===== src/rtl/iq_mixer_accum.sv =====
// IQ mixer/accumulator: multiplies each accepted ADC sample by the I and Q oscillator
// references and integrates 2**NSAMP_LOG2 products into one block sum per channel.
// Latency: acceptance to accumulate is LUT_LAT+2 cycles; block result appears one cycle after the last MAC.
// Backpressure: none; adc_valid outside IDLE is dropped and recorded in the sticky drop flag.
// Optional saturating accumulation: define IQ_MIXER_ACCUM_SAT_EN (adds the sat output).
module iq_mixer_accum #(
    parameter int DW         = 12,
    parameter int NSAMP_LOG2 = 8,
    parameter int AW         = 2*DW + NSAMP_LOG2,
    parameter int LUT_LAT    = 2
) (
    input  logic                 clk,
    input  logic                 rst,
    input  logic                 adc_valid,
    input  logic signed [DW-1:0] adc_sample,
    input  logic signed [DW-1:0] ref_i,
    input  logic signed [DW-1:0] ref_q,
    output logic                 next_sample,
    output logic signed [AW-1:0] i_acc,
    output logic signed [AW-1:0] q_acc,
    output logic                 out_valid,
    output logic                 busy,
    output logic                 drop
`ifdef IQ_MIXER_ACCUM_SAT_EN
    ,
    output logic                 sat
`endif
);

    // Wait counter only ever holds LUT_LAT-1 down to 0.
    localparam int WCW = (LUT_LAT > 1) ? $clog2(LUT_LAT) : 1;
    localparam logic [WCW-1:0] WAIT_LOAD = WCW'(LUT_LAT - 1);

    typedef enum logic [1:0] {
        IDLE = 2'd0,
        STEP = 2'd1,
        WAIT = 2'd2,
        MAC  = 2'd3
    } state_t;

    state_t                  r_state;
    state_t                  w_state_nxt;
    logic                    w_accept;
    logic                    w_load;
    logic                    w_capture;
    logic                    w_mac;
    logic                    w_last;

    logic signed [DW-1:0]    r_sample;
    logic [WCW-1:0]          r_wcnt;
    logic signed [2*DW-1:0]  r_prod_i;
    logic signed [2*DW-1:0]  r_prod_q;
    logic signed [AW-1:0]    r_acc_i;
    logic signed [AW-1:0]    r_acc_q;
    logic [NSAMP_LOG2-1:0]   r_cnt;
    logic signed [AW-1:0]    r_i_acc;
    logic signed [AW-1:0]    r_q_acc;
    logic                    r_next_sample;
    logic                    r_out_valid;
    logic                    r_drop;

    logic signed [AW-1:0]    w_ext_i;
    logic signed [AW-1:0]    w_ext_q;
    logic signed [AW-1:0]    w_new_i;
    logic signed [AW-1:0]    w_new_q;

    // Products are full precision; sign-extend them to the accumulator width.
    assign w_ext_i = AW'(r_prod_i);
    assign w_ext_q = AW'(r_prod_q);
    assign w_last  = &r_cnt;

`ifdef IQ_MIXER_ACCUM_SAT_EN
    localparam logic signed [AW-1:0] ACC_MAX = {1'b0, {(AW-1){1'b1}}};
    localparam logic signed [AW-1:0] ACC_MIN = {1'b1, {(AW-1){1'b0}}};

    logic [AW:0] w_sum_i;
    logic [AW:0] w_sum_q;
    logic        w_ovf_i;
    logic        w_ovf_q;
    logic        r_sat;

    // One guard bit detects overflow: the top two bits disagree.
    assign w_sum_i = {r_acc_i[AW-1], r_acc_i} + {w_ext_i[AW-1], w_ext_i};
    assign w_sum_q = {r_acc_q[AW-1], r_acc_q} + {w_ext_q[AW-1], w_ext_q};
    assign w_ovf_i = w_sum_i[AW] ^ w_sum_i[AW-1];
    assign w_ovf_q = w_sum_q[AW] ^ w_sum_q[AW-1];
    assign w_new_i = w_ovf_i ? (w_sum_i[AW] ? ACC_MIN : ACC_MAX) : w_sum_i[AW-1:0];
    assign w_new_q = w_ovf_q ? (w_sum_q[AW] ? ACC_MIN : ACC_MAX) : w_sum_q[AW-1:0];
    assign sat     = r_sat;

    // Sticky per-block saturation flag; it is visible alongside out_valid and cleared right after.
    always_ff @(posedge clk) begin
        if (rst) begin
            r_sat <= 1'b0;
        end else if (r_out_valid) begin
            r_sat <= 1'b0;
        end else if (w_mac) begin
            r_sat <= r_sat | w_ovf_i | w_ovf_q;
        end
    end
`else
    assign w_new_i = r_acc_i + w_ext_i;
    assign w_new_q = r_acc_q + w_ext_q;
`endif

    // State register; reset returns to IDLE regardless of adc_valid.
    always_ff @(posedge clk) begin
        if (rst) begin
            r_state <= IDLE;
        end else begin
            r_state <= w_state_nxt;
        end
    end

    // Next-state decode and per-state action strobes.
    always_comb begin
        w_state_nxt = r_state;
        w_accept    = 1'b0;
        w_load      = 1'b0;
        w_capture   = 1'b0;
        w_mac       = 1'b0;
        case (r_state)
            IDLE: begin
                if (adc_valid) begin
                    w_accept    = 1'b1;
                    w_state_nxt = STEP;
                end
            end
            STEP: begin
                w_load      = 1'b1;
                w_state_nxt = WAIT;
            end
            WAIT: begin
                if (r_wcnt == '0) begin
                    w_capture   = 1'b1;
                    w_state_nxt = MAC;
                end
            end
            MAC: begin
                w_mac       = 1'b1;
                w_state_nxt = IDLE;
            end
            default: w_state_nxt = IDLE;
        endcase
    end

    // Datapath: sample latch, LUT wait, multiply, accumulate and block hand-off.
    always_ff @(posedge clk) begin
        if (rst) begin
            r_sample      <= '0;
            r_wcnt        <= '0;
            r_prod_i      <= '0;
            r_prod_q      <= '0;
            r_acc_i       <= '0;
            r_acc_q       <= '0;
            r_cnt         <= '0;
            r_i_acc       <= '0;
            r_q_acc       <= '0;
            r_next_sample <= 1'b0;
            r_out_valid   <= 1'b0;
        end else begin
            // Registered so the oscillator step lines up with the STEP state.
            r_next_sample <= w_accept;
            r_out_valid   <= 1'b0;
            if (w_accept) begin
                r_sample <= adc_sample;
            end
            if (w_load) begin
                r_wcnt <= WAIT_LOAD;
            end else if (r_state == WAIT && r_wcnt != '0) begin
                r_wcnt <= r_wcnt - 1'b1;
            end
            if (w_capture) begin
                r_prod_i <= r_sample * ref_i;
                r_prod_q <= r_sample * ref_q;
            end
            if (w_mac) begin
                if (w_last) begin
                    // Publish the sum including this sample and restart the block in the same edge.
                    r_i_acc     <= w_new_i;
                    r_q_acc     <= w_new_q;
                    r_out_valid <= 1'b1;
                    r_acc_i     <= '0;
                    r_acc_q     <= '0;
                    r_cnt       <= '0;
                end else begin
                    r_acc_i <= w_new_i;
                    r_acc_q <= w_new_q;
                    r_cnt   <= r_cnt + 1'b1;
                end
            end
        end
    end

    // Sticky overrun flag: any strobe outside IDLE is lost.
    always_ff @(posedge clk) begin
        if (rst) begin
            r_drop <= 1'b0;
        end else if (adc_valid && r_state != IDLE) begin
            r_drop <= 1'b1;
        end
    end

    assign next_sample = r_next_sample;
    assign i_acc       = r_i_acc;
    assign q_acc       = r_q_acc;
    assign out_valid   = r_out_valid;
    assign busy        = (r_state != IDLE);
    assign drop        = r_drop;

endmodule

===== config.mk =====
export PLATFORM = sky130hd
export DESIGN_NAME = iq_mixer_accum
export DESIGN_NICKNAME = d
export VERILOG_FILES = /design/src/rtl/iq_mixer_accum.sv
export SDC_FILE = /design/constraint.sdc
export NUM_CORES = 1
export LEC_CHECK = 0
export ABC_AREA = 1
export CAP_MARGIN = 30
export CORE_ASPECT_RATIO = 0.9
export CORE_MARGIN = 3
export CORE_UTILIZATION = 55
export CTS_BUF_LIST = sky130_fd_sc_hd__clkbuf_16
export CTS_CLUSTER_SIZE = 10
export DETAILED_ROUTE_END_ITERATION = 10
export PLACE_DENSITY = 0.75
export SYNTH_ARGS = -nofsm -noshare
export SYNTH_HDL_FRONTEND = slang
export SYNTH_SLANG_ARGS = --single-unit

===== constraint.sdc =====
create_clock -name clk -period 7.4 [get_ports clk]
set_clock_uncertainty 0.2 [all_clocks]
set_input_delay 1.11 -clock clk [delete_from_list [all_inputs] [get_ports clk]]
set_output_delay 1.11 -clock clk [all_outputs]
set_load 0.005 [all_outputs]

# Yosys cells after proc, flatten, opt, wreduce, memory -nomap -nowiden
# Cells that the tools add are included.
[word_totals] reg_bits=202 input_bits=39 output_inout_bits=68
[classes] multipliers=2 bitwise=1 addsub=4 n_mux=15 n_eq_ne=5 reduce_logical=9
[ops] op="32-bit by 24-bit adder with 32-bit output" n=2
[ops] op="32-bit 2-to-1 mux" n=2
[ops] op="12-bit by 12-bit multiplier with 24-bit output" n=2
[ops] op="1-bit 2-to-1 mux" n=9
[ops] op="9-bit AND reduction" n=1
[ops] op="8-bit by 1-bit adder with 8-bit output, second input constant" n=1
[ops] op="8-bit 2-to-1 mux" n=1
[ops] op="2-bit case mux with 4 select lines" n=1
[ops] op="8-bit AND reduction" n=1
[ops] op="2-bit == test, second input constant" n=2
[ops] op="2-bit 2-to-1 mux" n=2
[ops] op="2-bit inequality test, second input constant" n=2
[ops] op="2-bit nonzero test" n=2
[ops] op="2-bit by 1-bit == test with 1-bit output, second input constant" n=1
[ops] op="1-bit logical AND" n=2
[ops] op="2-bit zero test" n=1
[ops] op="2-bit AND reduction" n=1
[ops] op="2-bit OR reduction" n=1
[ops] op="1-bit inverter" n=1
[ops] op="1-bit subtractor, second input constant" n=1

# Depth between registers and ports, before layout
[logic_depth] word_depth=4 mapped_depth=28

# Least setup slack after synthesis
# No wires, ideal clock.
[synth_timing] path_kind="input -> register" start="input port ref_i[5]" end="register r_prod_i[23]" slack_ps=1761 n_path_buf=1 t_arrival_ps=5330 required_ps=7091 cell_stages=20 setup_time_ps=109 cell_sequence="clkbuf_1 > nand2_1 > fa_1 > inv_1 > fa_1 > inv_1 > fa_1 > fa_1 > fa_1 > inv_1 > ha_1 > nand2_1 > nor2_1 > nand2_1 > nor3_1 > nor2_1 > nand2_1 > nand3_1 > nand2_1 > inv_1"
[synth_via] elab_chain_cells=1
[synth_rtl] element="start, declared" line="16" rtl="input logic signed [DW-1:0] ref_i,"
[synth_rtl] element="12-bit by 12-bit multiplier with 24-bit output" line="174" rtl="r_prod_i <= r_sample * ref_i;"
[synth_rtl] element="end signal, assigned" line="174"
[synth_rtl] element="end, declared" line="51" rtl="logic signed [2*DW-1:0] r_prod_i;"
# No other way between the ends.
# A chain may end at the register's enable or synchronous reset.

# Final worst setup path
[layout_timing] start="input port ref_i[0]" end="register r_prod_i[23]"
# Same word-level chain as after synthesis.

==> flow_summary.json <==
{
  "gp_congestion": 0.984,
  "yosys-top-cells-area": "fa_1, dfxtp_1, nand2_1",
  "max_freq_mhz": 162,
  "yosysTopAreaCellShare": 0.234,
  "hpwl_um": 46900,
  "setup_violations": 0,
  "cts_tree": "done",
  "avgSynthCellArea_um2": 6.84,
  "synth_nets": 3963,
  "hold_viol_final": 0,
  "criticalPathCategory": "in -> reg",
  "die-area_um2": 45800,
  "grt_pass1_wl_um": 101000,
  "cts_resized": 0,
  "arrival_ns": 6.40,
  "top_layer_used": "met4",
  "fin_crit_sh": 0.833,
  "grt_max_degree": 75,
  "grt_overflow": 0,
  "relSlewSlack": 0.405,
  "vias": 20800,
  "yosysTopAreaCell": "fa_1",
  "areaGrowthSynthToFinish_pct": 9.14,
  "ys_ff_latch": 202,
  "clockBufferDepth": 3,
  "grt_antenna_before_repair": 0,
  "required_ns": 7.63,
  "path_clk_slew_ns": 0.05,
  "met2_length_um": 28800,
  "initial_utilization": 0.563,
  "cts.sinks": 202,
  "synthCells": 3477,
  "pin_count": 107,
  "h-tree-depth": 1,
  "post-cts-setup-buffer-count": 0,
  "fin_area_um2": 25900,
  "max_slew.worst_pin.slew_ns": 0.892,
  "worstSkewPairLatency_ns": 0.55,
  "period_minus_slack_ns": 6.16,
  "numPortBuffers": 106,
  "num-nets-final": 4000,
  "multiInputGateArea_um2": 16300,
  "cts_root_buf": "clkbuf_16",
  "drc_errors": 0,
  "synth-seq-area-share": 0.170,
  "firstDrtPassIters": 7,
  "dpl_cell_area_um2": 25200,
  "wl_met1_um": 26600,
  "wirelength_um": 59500,
  "grt_setup_unrepaired": "false",
  "cap_violations": 0,
  "ff_latch_area_um2": 4040,
  "drv_slew": 0,
  "drtIter0Drc": 1434,
  "drive_gt1_frac": 0.0236,
  "viasPerCell": 5.11,
  "core_um2": 42200,
  "netlist_area_um2": 23800,
  "finalSetupTns_ns": 0,
  "critical_path.max_fanout": 12,
  "num_rows": 71,
  "grt_usage": 0.269,
  "drt-wirelength-per-cell_um": 14.6,
  "met3_length_um": 2800,
  "ys.warnings.count": 0,
  "grt_pass1_vias": 20700,
  "status": "completed",
  "yosysUniqueCellTypes": 44,
  "cts_buffers": 26,
  "die_h_um": 203,
  "fp.dieW_um": 225,
  "hold_ws_ns": 0.252,
  "critPathLaunchType": "primary input",
  "hold_buffers": 0,
  "end_kind": "flip-flop",
  "ant_nets": 0,
  "fillers": 3962,
  "antenna_cells": 0,
  "hp-class": "reg -> reg"
}
logic make-up (layout without fill, tap and decap cells):
group,after synthesis,after routing,synth area share
AND/OR/NAND/NOR,1508,1508,0.256
buffers and inverters,907,953,0.145
adder cells (fa/ha/maj),447,447,0.323
AO/OA/AOI/OAI,350,350,0.0821
flip-flops,202,202,0.170
XOR/XNOR,63,63,0.0232
critical path, cell delays in order:
cell and delay (ns):
clkdlybuf4s50_1 0.76, nand2_1 0.18, fa_1 0.58, inv_1 0.06, ha_1 0.46, inv_1 0.17, fa_1 0.50, inv_1 0.05
fa_1 0.53, inv_1 0.05, fa_1 0.48, inv_1 0.04, ha_1 0.34, nand2_1 0.11, nor2_1 0.20, nand4_1 0.19
nor3_1 0.24, nor2_1 0.08, nand2_1 0.07, nand3_1 0.07, nand2_1 0.08, inv_1 0.03
final timing paths:
| path | cells after the start | end | start | slack [ns] |
|---|---|---|---|---|
| worst max register to register | 21 | r_prod_q[23] | r_sample[11] | 1.67 |
| worst max-delay path | 22 | r_prod_i[23] | ref_i[0] | 1.24 |
| worst min-delay path | 2 | q_acc[2] | q_acc[2] | 0.25 |
| worst min register to register | 2 | q_acc[2] | q_acc[2] | 0.25 |
state kept, by name (all words and copies together), names as in the netlist:
name,flops
i_acc,32
r_state,2
q_acc,32
r_wcnt,1
r_acc_i,32
next_sample,1
r_sample,12
out_valid,1
drop,1
r_cnt,8
r_acc_q,32
r_prod_q,24
r_prod_i,24
stage by stage:
stage                     utilization  std cells  setup slack, ns
final                           0.615       4070             1.24
after global routing            0.615       4070            0.902
after CTS                       0.615       4070             1.31
after detailed placement        0.598       4033            0.778
after global placement          0.597       4030            0.857
after floorplan                     -       3477             1.76
final cells by class:
cell class                      instances  share of cell area
Tap cell                              547              0.0264
Clock inverter                         10             0.00193
Timing Repair Buffer                  128              0.0480
Inverter                              788               0.114
Multi-Input combinational cell       2368               0.628
Sequential cell                       202               0.156
Clock buffer                           27              0.0260
placed cells by master (no fill, tap or decap), types with 5 or more instances in the layout:
| master | Yosys | layout |
|---|---|---|
| xor2_1 | 52 | 52 |
| a21o_1 | 8 | 8 |
| clkdlybuf4s50_1 | 0 | 105 |
| a21oi_1 | 159 | 159 |
| dfxtp_1 | 202 | 202 |
| and2_1 | 6 | 6 |
| nand2_1 | 1040 | 1040 |
| o21ai_0 | 107 | 107 |
| nor3_2 | 6 | 6 |
| ha_1 | 169 | 169 |
| inv_1 | 781 | 784 |
| inv_2 | 5 | 6 |
| o21bai_1 | 24 | 24 |
| nand3b_1 | 5 | 5 |
| o21a_1 | 37 | 37 |
| or2_2 | 7 | 7 |
| fa_1 | 278 | 278 |
| clkbuf_16 | 0 | 27 |
| nor2_1 | 235 | 234 |
| and3_1 | 5 | 5 |
| nand3_1 | 140 | 140 |
| nand4_1 | 21 | 21 |
| nor3_1 | 31 | 31 |
| xnor2_1 | 11 | 11 |
| buf_4 | 3 | 20 |
routing by layer:
metal | track usage | up-vias
li1 | - | 10500
met1 | 0.363 | 9733
met2 | 0.472 | 496
met3 | 0.0271 | 92
met4 | 0.0613 | 0
met5 | 0 | -
Yosys cell counts (all sizes together):
master,n
a31oi,2
nor3,37
nand2,1042
and2,8
o221ai,2
nor4,2
or2,8
nand4,22
a221oi,1
and3,5
o211ai,4
nand3,142
inv,786
clkinv,2
nor2,237
o21a,37
a21boi,2
nand3b,5
o21bai,24
xnor2,11
xor2,52
o21ai,111
a21o,8
a21oi,159
clkbuf,98
dfxtp,202
buf,21
ha,169
fa,278
Power is not shown: default switching activity piles up to over one toggle a cycle in this logic, so the estimate is an artifact.
